`src/rtl/tidc_txn_watchdog.sv`:
```
// Multi-port transaction watchdog: per-port timestamp FIFOs, latency, timeout and error accounting.
// Optional per-port max-latency tracking is built only when TIDC_WDOG_LAT_STATS_EN is defined.
module tidc_txn_watchdog #(
    parameter int NUM_PORTS = 2,
    parameter int MAX_OUT   = 4,
    parameter int TS_W      = 16,
    parameter int TIMEOUT   = 1000
) (
    input  logic                                         clk,
    input  logic                                         rst,
    input  logic                                         enable,
    input  logic                                         clear,
    input  logic [NUM_PORTS-1:0]                         req_valid,
    input  logic [NUM_PORTS-1:0]                         req_ready,
    input  logic [NUM_PORTS-1:0]                         rsp_valid,
    input  logic [NUM_PORTS-1:0]                         rsp_error,
    output logic [31:0]                                  total_cycles,
    output logic [31:0]                                  success_count,
    output logic [31:0]                                  error_count,
    output logic                                         timeout_detected,
    output logic [NUM_PORTS-1:0]                         timeout_port,
    output logic [NUM_PORTS*($clog2(MAX_OUT)+1)-1:0]     outstanding,
    output logic [NUM_PORTS*TS_W-1:0]                    max_latency
);

    localparam int PTR_W = $clog2(MAX_OUT);
    localparam int CNT_W = PTR_W + 1;
    localparam logic [TS_W-1:0]  TIMEOUT_TS = TS_W'(TIMEOUT);
    localparam logic [CNT_W-1:0] FULL_CNT   = CNT_W'(MAX_OUT);

    logic [TS_W-1:0]      now_q;
    logic [31:0]          total_q;
    logic [31:0]          success_q;
    logic [31:0]          error_q;
    logic                 timeout_det_q;

    logic [NUM_PORTS-1:0] ovf_evt;
    logic [NUM_PORTS-1:0] rsp_bad_evt;
    logic [NUM_PORTS-1:0] to_evt;
    logic [NUM_PORTS-1:0] succ_evt;
    logic [NUM_PORTS-1:0] to_port_v;

    logic [7:0]           err_inc_d;
    logic [7:0]           succ_inc_d;

    function automatic logic [31:0] sat_add(input logic [31:0] a, input logic [7:0] inc);
        logic [32:0] s;
        s = {1'b0, a} + {25'd0, inc};
        return s[32] ? 32'hFFFF_FFFF : s[31:0];
    endfunction

    generate
        for (genvar gi = 0; gi < NUM_PORTS; gi++) begin : g_port
            logic [TS_W-1:0]  mem_q [MAX_OUT];
            logic [PTR_W-1:0] wr_ptr_q;
            logic [PTR_W-1:0] rd_ptr_q;
            logic [CNT_W-1:0] cnt_q;
            logic             head_to_q;
            logic             to_port_q;

            logic             empty;
            logic             full;
            logic             acc;
            logic             rsp;
            logic             pop;
            logic             push;
            logic [TS_W-1:0]  age;

            assign empty = (cnt_q == '0);
            assign full  = (cnt_q == FULL_CNT);
            assign acc   = enable & req_valid[gi] & req_ready[gi];
            assign rsp   = enable & rsp_valid[gi];
            assign pop   = rsp & ~empty;
            // The pop frees a slot in the same cycle, so a full FIFO can still take the push.
            assign push  = acc & (~full | pop);
            assign age   = now_q - mem_q[rd_ptr_q];

            assign ovf_evt[gi]     = acc & full & ~pop;
            assign rsp_bad_evt[gi] = rsp & (empty | rsp_error[gi]);
            assign succ_evt[gi]    = pop & ~rsp_error[gi];
            assign to_evt[gi]      = enable & ~empty & (age >= TIMEOUT_TS) & ~head_to_q;
            assign to_port_v[gi]   = to_port_q;
            assign outstanding[gi*CNT_W +: CNT_W] = cnt_q;

            always_ff @(posedge clk) begin
                if (push) begin
                    mem_q[wr_ptr_q] <= now_q;
                end
            end

            always_ff @(posedge clk or posedge rst) begin
                if (rst) begin
                    wr_ptr_q  <= '0;
                    rd_ptr_q  <= '0;
                    cnt_q     <= '0;
                    head_to_q <= 1'b0;
                    to_port_q <= 1'b0;
                end else if (clear) begin
                    wr_ptr_q  <= '0;
                    rd_ptr_q  <= '0;
                    cnt_q     <= '0;
                    head_to_q <= 1'b0;
                    to_port_q <= 1'b0;
                end else begin
                    if (push) begin
                        wr_ptr_q <= wr_ptr_q + PTR_W'(1);
                    end
                    if (pop) begin
                        rd_ptr_q <= rd_ptr_q + PTR_W'(1);
                    end
                    if (push && !pop) begin
                        cnt_q <= cnt_q + CNT_W'(1);
                    end else if (pop && !push) begin
                        cnt_q <= cnt_q - CNT_W'(1);
                    end
                    // Timeout fires once per head entry; re-armed when that entry leaves.
                    head_to_q <= pop ? 1'b0 : (head_to_q | to_evt[gi]);
                    if (to_evt[gi]) begin
                        to_port_q <= 1'b1;
                    end
                end
            end

`ifdef TIDC_WDOG_LAT_STATS_EN
            logic [TS_W-1:0] max_lat_q;

            always_ff @(posedge clk or posedge rst) begin
                if (rst) begin
                    max_lat_q <= '0;
                end else if (clear) begin
                    max_lat_q <= '0;
                end else if (pop && (age > max_lat_q)) begin
                    max_lat_q <= age;
                end
            end

            assign max_latency[gi*TS_W +: TS_W] = max_lat_q;
`else
            assign max_latency[gi*TS_W +: TS_W] = '0;
`endif
        end
    endgenerate

    always_comb begin
        err_inc_d  = '0;
        succ_inc_d = '0;
        for (int p = 0; p < NUM_PORTS; p++) begin
            err_inc_d  = err_inc_d + 8'(ovf_evt[p]) + 8'(rsp_bad_evt[p]) + 8'(to_evt[p]);
            succ_inc_d = succ_inc_d + 8'(succ_evt[p]);
        end
    end

    always_ff @(posedge clk or posedge rst) begin
        if (rst) begin
            now_q         <= '0;
            total_q       <= '0;
            success_q     <= '0;
            error_q       <= '0;
            timeout_det_q <= 1'b0;
        end else if (clear) begin
            now_q         <= '0;
            total_q       <= '0;
            success_q     <= '0;
            error_q       <= '0;
            timeout_det_q <= 1'b0;
        end else if (enable) begin
            now_q     <= now_q + TS_W'(1);
            total_q   <= sat_add(total_q, 8'd1);
            success_q <= sat_add(success_q, succ_inc_d);
            error_q   <= sat_add(error_q, err_inc_d);
            if (|to_evt) begin
                timeout_det_q <= 1'b1;
            end
        end
    end

    assign total_cycles     = total_q;
    assign success_count    = success_q;
    assign error_count      = error_q;
    assign timeout_detected = timeout_det_q;
    assign timeout_port     = to_port_v;

endmodule

```
`config.mk`:
```
export PLATFORM = sky130hd
export DESIGN_NAME = tidc_txn_watchdog
export DESIGN_NICKNAME = d
export VERILOG_FILES = /design/src/rtl/tidc_txn_watchdog.sv
export SDC_FILE = /design/constraint.sdc
export NUM_CORES = 1
export LEC_CHECK = 0
export CAP_MARGIN = 5
export CORE_MARGIN = 5
export CORE_UTILIZATION = 50
export DETAILED_ROUTE_END_ITERATION = 16
export PLACE_DENSITY = 0.72
export REMOVE_ABC_BUFFERS = 1
export SLEW_MARGIN = 20
export SYNTH_ARGS = -nofsm -noshare
export SYNTH_HDL_FRONTEND = slang
export SYNTH_SLANG_ARGS = --single-unit
```
`constraint.sdc`:
```
create_clock -name clk -period 8.79 [get_ports clk]
set_clock_uncertainty 0.2 [all_clocks]
set_input_delay 2.637 -clock clk [delete_from_list [all_inputs] [get_ports clk]]
set_output_delay 2.637 -clock clk [all_outputs]
set_load 0.05 [all_outputs]
```
Word-level counts from Yosys, hierarchy flattened:

Memory sizes are Yosys's and may differ from the RTL's.
Index checks and enable logic that the tools add are counted.

* flip-flop bits (word level): 131
* memories kept: 2
* output and inout port bits: 137
* memory bits (writable): 128

Memories
* g_port[0].mem_q: depth 4, bits a word 16, rd ports 1, clocked after Yosys merged registers in 0, wr ports 1, line 54 `logic [TS_W-1:0] mem_q [MAX_OUT];`
* g_port[1].mem_q: depth 4, bits a word 16, rd ports 1, clocked after Yosys merged registers in 0, wr ports 1, line 54

* equality and inequality tests: 2
* mux-type cells: 40
* reductions and logical operators: 22
* order comparisons: 2
* bitwise operators: 40
* $add $sub $neg: 20

Operators by type and width (count)
* $mux 32: 9
* $add 32x1->33 const B: 1
* $add 32x2->33: 1
* $add 32x6->33: 1
* $ge 16x10->1 const B: 2
* $mux 16: 2
* $sub 16x16->16: 2
* $and 1x1->1: 24
* $mux 3: 6
* $add 16x1->16 const B: 1
* $mux 2: 8
* $reduce_bool 2->1: 8
* $mux 1: 15
* $not 1->1: 10
* $add 2x1->2 const B: 4
* $add 3x1->3 const B: 2
* $add 5x1->6: 1
* $eq 3x3->1 const B: 2
* $logic_not 3->1: 2
* $or 1x1->1: 6
* $reduce_bool 3->1: 2
* $sub 3x1->3 const B: 2
* $add 4x1->5: 1
* $add 1x1->2: 2
* 6 further kinds: 12

Longest topological paths before layout:

* depth after elaboration: 14
* gate-level depth with buffers: 29

Worst setup path before layout:

OpenSTA, ideal clock, no wires.

* path kind: register to register
* start: reg g_port[1].rd_ptr_q[0]
* end: reg error_q[19] (netlist: error_count[19])
* stages on the path, launching flop included: 29
* data arrival time: 6472 ps
* setup slack: 2031 ps
* cell sequence: dfrtp_1 buf_2 buf_1 mux4_2 inv_1 ha_1 a21o_1 a22oi_1 nand4b_1 and2_1 xor2_1 or4_1 o211ai_1 inv_1 fa_1 inv_1 fa_1 inv_1 fa_1 a21oi_1 nor2b_1 and2_1 nand2_1 or4_4 buf_6 buf_6 a21oi_1 nor2_1 a211oi_2

* word-level cells in the longest chain between the ends: 10

Ends and longest elaborated chain
* start: declaration: line 56 `logic [PTR_W-1:0] rd_ptr_q;`
* start signal: assignment: line 109 `rd_ptr_q <= rd_ptr_q + PTR_W'(1);`
* $mem_v2 4x16
* $sub 16x16->16: line 76 `assign age = now_q - mem_q[rd_ptr_q];`
* $ge 16x10->1: line 81 `assign to_evt[gi] = enable & ~empty & (age >= TIMEOUT_TS) & ~head_to_q;`
* $and 1x1->1 (2 in series): line 81
* $add 5x1->6: line 148 `err_inc_d = err_inc_d + 8'(ovf_evt[p]) + 8'(rsp_bad_evt[p]) + 8'(to_evt[p]);`
* $add 32x6->33: line 48 `s = {1'b0, a} + {25'd0, inc};`
* $mux 32: line 49 `return s[32] ? 32'hFFFF_FFFF : s[31:0];`
* $mux 32: line 166 `end else if (enable) begin`
* $mux 32: line 160 `end else if (clear) begin`
* end signal: assignment: line 170 `error_q <= sat_add(error_q, err_inc_d);`
* end: declaration: line 34 `logic [31:0] error_q;`

Every way passes these cells. The select of a mux whose other input is x is not followed.
A chain may end at the register's enable or synchronous reset.

Final worst setup path:

* start: reg g_port[0].rd_ptr_q[0]
* end: reg error_q[17] (netlist: error_count[17])

* word-level cells in the longest chain between the ends: 13

Ends and longest elaborated chain (line)
* start: declaration: 56
* start signal: assignment: 109
* $mem_v2 4x16
* $sub 16x16->16: 76
* $ge 16x10->1: 81
* $and 1x1->1 (2 in series): 81
* $add 2x1->3: 148
* $add 3x1->4: 148
* $add 4x1->5: 148
* $add 5x1->6: 148
* $add 32x6->33: 48
* $mux 32: 49
* $mux 32: 166
* $mux 32: 160

Every way passes these cells. The select of a mux whose other input is x is not followed.

==> metrics.md <==
| Metric | Value |
|---|---|
| CTS tree | yes |
| Final WL | 33600 um |
| Grt total ovfl | 0 |
| Top post-synthesis cells by count | nor2_1 (146), dfrtp_1 (131), edfxtp_1 (128) |
| ANT nets after route | 0 |
| Setup CP Type | reg2reg |
| FFs w/ async S/R, synth | between 50 and 60% |
| Crit path DAT | 7.74 ns |
| Sequential fraction of the synthesis area | 50.7% |
| Synth area leaders | edfxtp_1 (27%), dfrtp_1 (23%), mux4_2 (5.1%) |
| PnR Total Power | 2820 uW |
| Hold WS | approximately 0.32 ns |
| Dominant cell by count in the synthesized netlist | nor2_1 |
| FF-to-FF Start | g_port[0].rd_ptr_q[0] |
| Share of cells above drive strength 1 | about 8.3% |
| Post-synth top area cell | edfxtp_1 |
| Maximum clock rate | 133 MHz |
| Setup Buffers After CTS | 0 |
| Worst VDD drop | 0.000135 V |
| Max-Cap Viols | 0 |
| Core ar. | roughly 28000 um2 |
| # clock sinks | 259 |
| Reg clk slew, reported paths | 0.06 ns |
| Clk root buf | clkbuf_16 |
| Post-route clock period utilization | 85.4% |
| Worst hold start | g_port[0].to_port_q |
| Post-synth top flop | dfrtp_1 |
| Iteration-0 DRC Markers | 848 |
| Die Wd | 178 um |
| Outcome | finished, final reports clean |
| Seq cells post-synth | 259 |
| Synth-to-Final Area Change | 16.0% |
| Tot GR Track Use | between 20% and 30% |
| Setup TNS | 0 ns |
| Row Count | between 60 and 70 |
| Worst reg2reg endpoint | error_count[17] |
| CP required | 9.03 ns |
| Crit path launch type | register |
| Mean Syn Cell Area | 10.8 um2 |
| Total CTS buffers | 28 |
| Post-synth EDFFs | 128 |
| Placement Setup Slack | 1.21 ns |
| Max-Slew Margin vs Limit | 28.6% |
| Antenna violations before repair | 0 |
| Yosys cell types | slightly above 80 |
| Worst min-delay path category | reg2reg |
| Largest fanout on the critical path | 29 |
| RePlAce Congestion | 0.870 |
| Synth Cell Area | 14000 um2 |
| Final Critical Period | approximately 7.5 ns |
| Kind of end point of the critical path | register |
| Antenna cells | 0 |
| # fillers | 2336 |
| Worst-Margin Slew | between 1 and 1.5 ns |
| Vias in the first global route | 10400 |
| Initial Util | 50.5% |
| Final Hold Violating Endpoints | 0 |
| Full die area | 31500 um2 |
| Global-route wire length before repair | 55000 um |
| Setup ws final | 1.29 ns |
| Hold_buf cts | 0 |
| Top-Level Pins | around 150 |
| Leakage dissipation | 0.00652 uW |
| R2R Setup Slk | 1.29 ns |
| Largest net degree at the start of global routing | 77 |
| Fin. max-slew vios | 0 |
| Pwr/cell area | between 150 and 200 nW/um2 |
| Clock Latency Late Sink | 0.54 ns |
| Unrepaired setup endpoints after global routing | false |
| CTS H-tree depth | 1 |
| Worst r2r path cells | 25 |
| Estimated wirelength of the detail-placed design | 22500 um |
| Post-CTS resize count | 0 |
| Post-synth top area share | between 20% and 30% |
| Cells after Synth | 1305 |
| Hold path endpoint | g_port[0].to_port_q |
| Number of I/O port buffers | 116 |
| Setup violators final | 0 |
| Routed via count | 10600 |
| Total iterations of the first detailed-routing run | 5 |
| Die Span Y | 178 um |
| Fin nets | approximately 1500 |
| Clock buffer depth | 3 |
| Detailed-route vias per instance | around 5.9 |
| Wirelength per Cell | around 19 um |
| WHS Path Cells | 2 |
| DRC viols | 0 |
| Synth warnings | 0 |
## critical path: stages, from the launching register on
cell and delay [ns]:
dfrtp_1 0.93, mux4_2 0.36, ha_1 0.19, inv_1 0.07, fa_1 0.39, a211oi_2 0.22
nor3_1 0.10, or3b_2 0.52, a31oi_1 0.24, xnor2_1 0.14, o2111ai_1 0.22, o31ai_1 0.41
inv_1 0.11, fa_1 0.51, inv_1 0.06, fa_1 0.43, inv_1 0.08, fa_1 0.19
a21oi_1 0.08, nor2b_1 0.20, and2_1 0.20, nand2_1 0.09, or4_4 0.71, nand2_1 0.30
nor2_1 0.15, a311oi_1 0.30
## where the power goes
group	switching (uW)	internal (uW)	leakage (uW)
Combinational	227	126	0.00295
Clock	475	679	0.000438
Sequential	28.2	1290	0.00313
Total	730	2090	0.00652
## stage by stage
stage / util (%) / std cells / cell area (um2)
floorplan: - / 1249 / 13700
global placement: 55.4 / 1755 / 15400
detailed placement: 55.4 / 1755 / 15400
CTS: 58.6 / 1807 / 16300
global route: 58.6 / 1807 / 16300
finish: 58.6 / 1807 / 16300
## cell type report
class | count | area (um2) | area share (%)
clock buffer | 39 | 783 | 4.81
clock inverter | 13 | 118 | 0.722
inverter | 71 | 272 | 1.67
multi-input combinational | 919 | 6280 | 38.5
sequential | 259 | 7120 | 43.7
tap | 378 | 473 | 2.90
timing repair buffer | 128 | 1250 | 7.65
## cell families after synthesis
| kind of cell | synth area share (%) |
|---|---|
| DFF | 50.7 |
| adders and majority gates | 5.47 |
| buffers and inverters | 5.39 |
| other | 0.0267 |
| AOI/OAI and AO/OA | 14.1 |
| muxes | 5.85 |
| xor gates and xnor gates | 2.18 |
| and+or+nand+nor | 16.2 |
## state kept, by name, summed over array words and instances (netlist names)
register / count
g_port.wr_ptr_q: 4
g_port.to_port_q: 2
total_cycles: 32
success_count: 32
error_count: 32
g_port.rd_ptr_q: 4
g_port.head_to_q: 2
g_port.cnt_q: 6
g_port.mem_q: 128
now_q: 16
timeout_detected: 1
## worst max path at each step
stage	start	end	slack (ns)	depth (start not counted)
3_5_place_dp	rsp_valid[0]	error_count[11]	1.21	18
5_1_grt	g_port[0].rd_ptr_q[0]	error_count[17]	0.71	25
4_1_cts	g_port[0].rd_ptr_q[0]	error_count[17]	1.25	25
6_report	g_port[0].rd_ptr_q[0]	error_count[17]	1.29	25
2_1_floorplan	g_port[1].rd_ptr_q[0]	error_count[17]	2.10	24
3_3_place_gp	rsp_valid[0]	error_count[17]	1.35	18
## routing by layer
layer | GRT usage [%] | wire [um]
met4 | 4.80 | 677
met1 | 30.9 | 15300
met2 | 33.2 | 15300
met3 | 4.11 | 2270
met5 | 0 | 0
## placed cells by master, fill, tap and decap left out, types with 17 or more instances in the layout
cell	netlist	final
nor2_1	146	146
dfrtp_1	131	131
edfxtp_1	128	128
clkdlybuf4s50_1	0	114
nand2_1	76	76
a21oi_1	73	73
inv_1	71	70
nand3_1	65	65
o21ai_0	57	57
nor3_1	47	47
ha_1	47	47
a211oi_1	46	46
mux4_2	32	32
conb_1	1	32
clkbuf_16	0	29
and3_1	22	22
nand4_1	18	18
xnor2_1	18	18
and2_1	17	17
xor2_1	17	17
a21o_1	17	17
Power figures use the tool's default switching activity.
